File: src/rtl/store_narrow_unit.sv
// Store-path formatter: narrows a register value to byte/halfword/word lanes with byte enables,
// behind a 2-entry FIFO. Define STORE_ALIGN_CHECK_EN to flag misaligned halfword/word stores.
module store_narrow_unit (
  input  logic        clk,
  input  logic        rst,
  input  logic        in_valid,
  output logic        in_ready,
  input  logic [31:0] in_data,
  input  logic [31:0] in_addr,
  input  logic [1:0]  in_size,
  output logic        out_valid,
  input  logic        out_ready,
  output logic [31:0] out_addr,
  output logic [31:0] out_data,
  output logic [3:0]  out_be,
  output logic        out_err,
  output logic        out_trunc
);

  typedef struct packed {
    logic [31:0] addr;
    logic [31:0] data;
    logic [3:0]  be;
    logic        err;
    logic        trunc;
  } entry_t;

  entry_t      fmt;
  entry_t      head;
  entry_t      mem_q [2];
  logic        head_q, head_d;
  logic        tail_q, tail_d;
  logic [1:0]  count_q, count_d;
  logic        push, pop;
`ifdef STORE_ALIGN_CHECK_EN
  logic        misalign;
`endif

  // NOTE: every signal written here gets a default first so no latch is inferred.
  always_comb begin
    fmt      = '0;
    fmt.addr = {in_addr[31:2], 2'b00};
`ifdef STORE_ALIGN_CHECK_EN
    misalign = 1'b0;
`endif
    case (in_size)
      2'b00: begin
        fmt.data  = {4{in_data[7:0]}};
        fmt.be    = 4'b0001 << in_addr[1:0];
        fmt.trunc = in_data[31:8] != {24{in_data[7]}};
      end
      2'b01: begin
        fmt.data  = {2{in_data[15:0]}};
        fmt.be    = 4'b0011 << {in_addr[1], 1'b0};
        fmt.trunc = in_data[31:16] != {16{in_data[15]}};
`ifdef STORE_ALIGN_CHECK_EN
        misalign  = in_addr[0];
`endif
      end
      2'b10: begin
        fmt.data  = in_data;
        fmt.be    = 4'b1111;
`ifdef STORE_ALIGN_CHECK_EN
        misalign  = |in_addr[1:0];
`endif
      end
      default: begin
        fmt.data  = in_data;
        fmt.err   = 1'b1;
      end
    endcase
`ifdef STORE_ALIGN_CHECK_EN
    // Misaligned entries still travel through the FIFO, just with no lanes enabled.
    if (misalign) begin
      fmt.err = 1'b1;
      fmt.be  = 4'b0000;
    end
`endif
  end

  assign in_ready  = (count_q != 2'd2);
  assign out_valid = (count_q != 2'd0);
  assign push      = in_valid && in_ready;
  assign pop       = out_valid && out_ready;

  always_comb begin
    head_d  = head_q;
    tail_d  = tail_q;
    count_d = count_q;
    if (push) tail_d = ~tail_q;
    if (pop)  head_d = ~head_q;
    case ({push, pop})
      2'b10:   count_d = count_q + 2'd1;
      2'b01:   count_d = count_q - 2'd1;
      default: count_d = count_q;
    endcase
  end

  // NOTE: sequential state uses non-blocking assignments so all registers update together.
  always_ff @(posedge clk) begin
    if (rst) begin
      head_q  <= 1'b0;
      tail_q  <= 1'b0;
      count_q <= 2'd0;
    end else begin
      head_q  <= head_d;
      tail_q  <= tail_d;
      count_q <= count_d;
    end
  end

  // NOTE: storage is not reset; outputs are gated by out_valid, so stale contents never leak.
  always_ff @(posedge clk) begin
    if (push) mem_q[tail_q] <= fmt;
  end

  assign head      = out_valid ? mem_q[head_q] : '0;
  assign out_addr  = head.addr;
  assign out_data  = head.data;
  assign out_be    = head.be;
  assign out_err   = head.err;
  assign out_trunc = head.trunc;

endmodule

File: config.mk
export PLATFORM = sky130hd
export DESIGN_NAME = store_narrow_unit
export DESIGN_NICKNAME = d
export VERILOG_FILES = /design/src/rtl/store_narrow_unit.sv
export SDC_FILE = /design/constraint.sdc
export NUM_CORES = 1
export LEC_CHECK = 0
export BUFFER_PORTS_ARGS = -buffer_cell sky130_fd_sc_hd__buf_2
export CAP_MARGIN = 20
export CORE_ASPECT_RATIO = 0.7
export CORE_MARGIN = 2
export CORE_UTILIZATION = 57
export CTS_CLUSTER_DIAMETER = 80
export CTS_CLUSTER_SIZE = 8
export DETAILED_ROUTE_END_ITERATION = 16
export PLACE_DENSITY = 0.84
export REMOVE_ABC_BUFFERS = 1
export SKIP_LAST_GASP = 1
export SYNTH_ARGS = -nofsm -noshare
export SYNTH_HDL_FRONTEND = slang
export SYNTH_SLANG_ARGS = --single-unit
File: constraint.sdc
create_clock -name clk -period 6.5 [get_ports clk]
set_input_delay 0.325 -clock clk [delete_from_list [all_inputs] [get_ports clk]]
set_output_delay 0.325 -clock clk [all_outputs]
set_load 0.01 [all_outputs]
# ---- Yosys cells after proc, flatten, opt, wreduce, memory -nomap -nowiden
# Memory sizes are Yosys's and may differ from the RTL's. A register that Yosys moved wholly into a read port is not among the register bits.
# Index checks and enable logic that the tools add are counted.
dict set report word_totals {
  mem_bits_rw 136
  regBits 4
  memories 1
}
dict set report classes {
  eq_ne 7
  shifts 2
  n_mux 10
  n_addsub 2
  n_reduce_logical 6
  bitwise 2
}
# name depth width rd rd_clocked_by_memory_dff write_ports line
set memory_table {}
lappend memory_table {mem_q 2 68 1 1 1 30} ;# entry_t mem_q [2];
# cell n
set op_table {}
lappend op_table {{$mux W70} 1}
lappend op_table {{$pmux W32 S2} 1}
lappend op_table {{$ne A24 B24 Y1} 1}
lappend op_table {{$ne A16 B16 Y1} 1}
lappend op_table {{$pmux W4 S3} 1}
lappend op_table {{$mux W1} 5}
lappend op_table {{$eq A2 B1 Y1 const B} 2}
lappend op_table {{$eq A2 B2 Y1 const B} 2}
lappend op_table {{$pmux W2 S2} 1}
lappend op_table {{$reduce_bool A2 Y1} 2}
lappend op_table {{$shl A1 B2 Y4 const A} 1}
lappend op_table {{$shl A2 B2 Y4 const A} 1}
lappend op_table {{$reduce_or A3 Y1} 1}
lappend op_table {{$add A2 B1 Y2 const B} 1}
lappend op_table {{$logic_and A1 B1 Y1} 2}
lappend op_table {{$logic_not A2 Y1} 1}
lappend op_table {{$ne A2 B2 Y1 const B} 1}
lappend op_table {{$not A1 Y1} 2}
lappend op_table {{$pmux W1 S2} 1}
lappend op_table {{$sub A2 B1 Y2 const B} 1}

# ---- Longest topological paths before layout
dict set report logic_depth {
  word_depth 4
  depth_mapped 7
}

# ---- Least setup slack after synthesis
# OpenSTA, ideal clock, no wires.
dict set report synth_path {
  kind {reg2reg}
  start {register count_q[0]}
  end {memory mem_q[0][0] (netlist name) (enable)}
  stages_incl_launch_ff 4
  setup_time_ps 494
  slack_ps 2469
  t_required_ps 6006
  synth_period_minus_slack_ps 4031
  arrival_ps 3537
  path_cell_list {dfxtp_1 nand2b_1 nand2_1 nor2_1}
}
dict set report synth_via {
  elab_chain_cells 4
}
# element line
set synth_lines {}
lappend synth_lines {{start: declaration} 33} ;# logic [1:0] count_q, count_d;
lappend synth_lines {{start signal: assignment} 108} ;# count_q <= count_d;
lappend synth_lines {{$ne A2 B2 Y1} 81} ;# assign in_ready = (count_q != 2'd2);
lappend synth_lines {{named net in_ready} 7} ;# output logic in_ready,
lappend synth_lines {{$logic_and A1 B1 Y1} 83} ;# assign push = in_valid && in_ready;
lappend synth_lines {{$mux W1} 114} ;# if (push) mem_q[tail_q] <= fmt;
lappend synth_lines {{$mux W1 (not written as such)} 114}
lappend synth_lines {{end: declaration} 30}
# The timed path passes the listed nets, and every way through them passes these cells.

==> impl_metrics.csv <==
group,metric,value,unit
status,status,"finished, final reports clean",
drt,routed.top_layer,"met5",
floorplanning,rows,30,
drt,drtIter0Drc,279,
drt,wl_met2,5860,um
layout,stdcell_count,679,
worst_setup_path,critPathKind,"flop to primary output",
pwr,ir_worst_vdd,247,uV
synthesis,syn_area,5880,sq um
global_route,grt_pass1_vias,3726,
drt,vias,3767,
synthesis,synth_top_cell_by_area,"edfxtp_1",
drt,wl_per_cell,18.1,um
synthesis,synth-edff-count,136,
synthesis,synth_top_flop_cell,"edfxtp_1",
layout,layout-drive-gt1-share,34.0,%
synthesis,syn_area_per_cell,14.9,sq um
place,place_inst,646,
timing,min_period,2.27,ns
timing,fin_skew,0.00888,ns
clocking,clock_path_buffers,2,
synthesis,yosys-top-cells-count,"edfxtp_1 (136), nor2_1 (78), mux2i_1 (77)",
drt,drt_first_pass_iters,5,
synthesis,synthTopCellsByArea,"edfxtp_1 (69%), mux2i_1 (13%), nor2_1 (5.0%)",
synthesis,synth_warnings,0,
drt,ant_nets,0,
clocking,post-cts-setup-buffer-count,0,
worst_setup_path,critPathMaxStageDelay,0.68,ns
synthesis,syn_inst,396,
drt,drcViolationCount,0,
place,gpl.final_weighted_congestion,0.824,
global_route,track_usage,22.6,%
worst_setup_path,worst-path-buf-inv,2,
timing,hold-worst-slack,0.101,ns
pwr,p_per_area,439,nW/um^2
pwr,p_leak,0.00281,uW
synthesis,yosys.area.top_type_share,69.4,%
floorplanning,die_h,89.0,um
place,dp_hpwl,7780,um
worst_setup_path,path_cells,"buf_16 > mux2i_1 > nor2_1 > buf_2",
global_route,grt_max_degree,69,
place,port-buffer-count,139,
timing,slew_headroom,35.8,%
clocking,cts_resized,0,
layout,area_growth,24.2,%
layout,finish.utilization,74.0,%
worst_setup_path,cp_max_fo,40,
worst_hold_path,min_path_cells,1,
synthesis,synth.distinct_cells,32,
worst_setup_path,slowest_stage,"dfxtp_4",
drt,wl_met3,948,um
synthesis,async_flop_share,0,%
floorplanning,io_pins,142,
drt,met1_length,5330,um
worst_setup_path,cp.arrival,1.95,ns
clocking,ctsHoldBuffers,0,
floorplanning,die-area,11200,sq um
drt,totalWireLength,12300,um
global_route,grt-ovfl-total,0,
clocking,cts_buffers,17,
floorplanning,die_w,125,um
clocking,htreeDepth,4,
worst_setup_path,reg2regPathDepth,4,
worst_hold_path,hold_class,"input pin to flop",
timing,fmax,440,MHz
timing,hold_viol,0,
timing,setup_viol,0,
timing,rsz0062_at_grt,"false",
clocking,insertion_delay,0.41,ns
worst_setup_path,endpoint_kind,"primary output",
clocking,cts_root_buffer,"clkbuf_16",
worst_setup_path,critPathLaunchType,"flop",
worst_setup_path,cp_top_family,"flip-flops",
synthesis,seq_area_frac_synth,71.1,%
layout,layout.nets,608,
clocking,cts_tree,"yes",
run,maxCapViolCount,0,
clocking,path_clk_slew,0.06,ns
worst_setup_path,worstSetupPathDepth,4,
drt,viasPerCell,5.55,
global_route,grt_pass1_wl,19100,um
global_route,antenna_found_initial,1,
timing,worst_pin_slew,0.962,ns
worst_setup_path,required,6.17,ns
synthesis,yosysMostFrequentCell,"edfxtp_1",
timing,finalCritPeriodShare,34.9,%
timing,finalMaxSlewViolations,0,
clocking,clock_sinks,141,
timing,tns,0,ns
floorplanning,core_area,9870,sq um
synthesis,synth-seq-cells,141,
pwr,finalPower,3200,uW
floorplanning,initial_core_util,59.6,%
cells by family after synthesis:
group / count (synthesis) / synth area share (%)
DFF: 141 / 71.1
and+or+nand+nor: 113 / 8.17
muxes: 93 / 16.2
buffers and inverters: 25 / 2.06
AOI/OAI and AO/OA: 18 / 1.64
xor gates and xnor gates: 4 / 0.595
adders and majority gates: 1 / 0.213
other: 1 / 0.0637
where the power goes:
group,internal [uW],switching [uW]
registers,1190,83.0
clock network,604,372
logic,379,579
sequential cells by signal (all words and copies together) (netlist names), named ones only:
register,flops
count_q,2
head_q,1
mem_q,136
tail_q,1
final cells by class:
type                            count  area, sq um
Tap cell                          128          160
Multi-Input combinational cell    231         1600
Clock inverter                     14          170
Antenna cell                        1         2.50
Inverter                            4         15.0
Timing Repair Buffer              142          738
Sequential cell                   141         4190
Clock buffer                       18          429
Fill cell                         641         2570
metal layers:
layer	GRT usage [%]	vias up
met2	37.0	158
met3	5.80	17
met5	0	-
met1	30.2	1842
met4	7.78	2
li1	-	1748
through the flow:
step / setup WS (ns) / area, sq um
floorplan: 2.47 / 5780
global placement: 4.47 / 6680
detailed placement: 4.48 / 6700
CTS: 4.18 / 7300
global route: 4.10 / 7300
finish: 4.23 / 7310
placed cells by master, fill, tap and decap left out, types with 4 or more instances in the layout:
master     synthesis  layout
clkinv_4           0       4
o21ai_1            8       8
buf_2             10     139
clkbuf_16          0      17
nor4_1             5       5
edfxtp_1         136     136
nand4_1            6       6
nor2_1            78      76
mux2_1             9       9
dfxtp_1            5       4
mux2_2             7       7
a21oi_1            5       5
nand2_1           11      11
mux2i_1           77      77
worst paths after layout:
check                           from                      to  slack (ns)
max                             flop            out_data[14]        4.23
min                      in_addr[19]  mem_q[1][55]$_DFFE_PP_        0.10
max reg2reg  count_q[0]$_SDFFE_PP0P_  mem_q[0][25]$_DFFE_PP_        4.48
min reg2reg      head_q$_SDFFE_PP0P_                    flop        0.52
No activity file was read; power rests on OpenSTA's default activity.
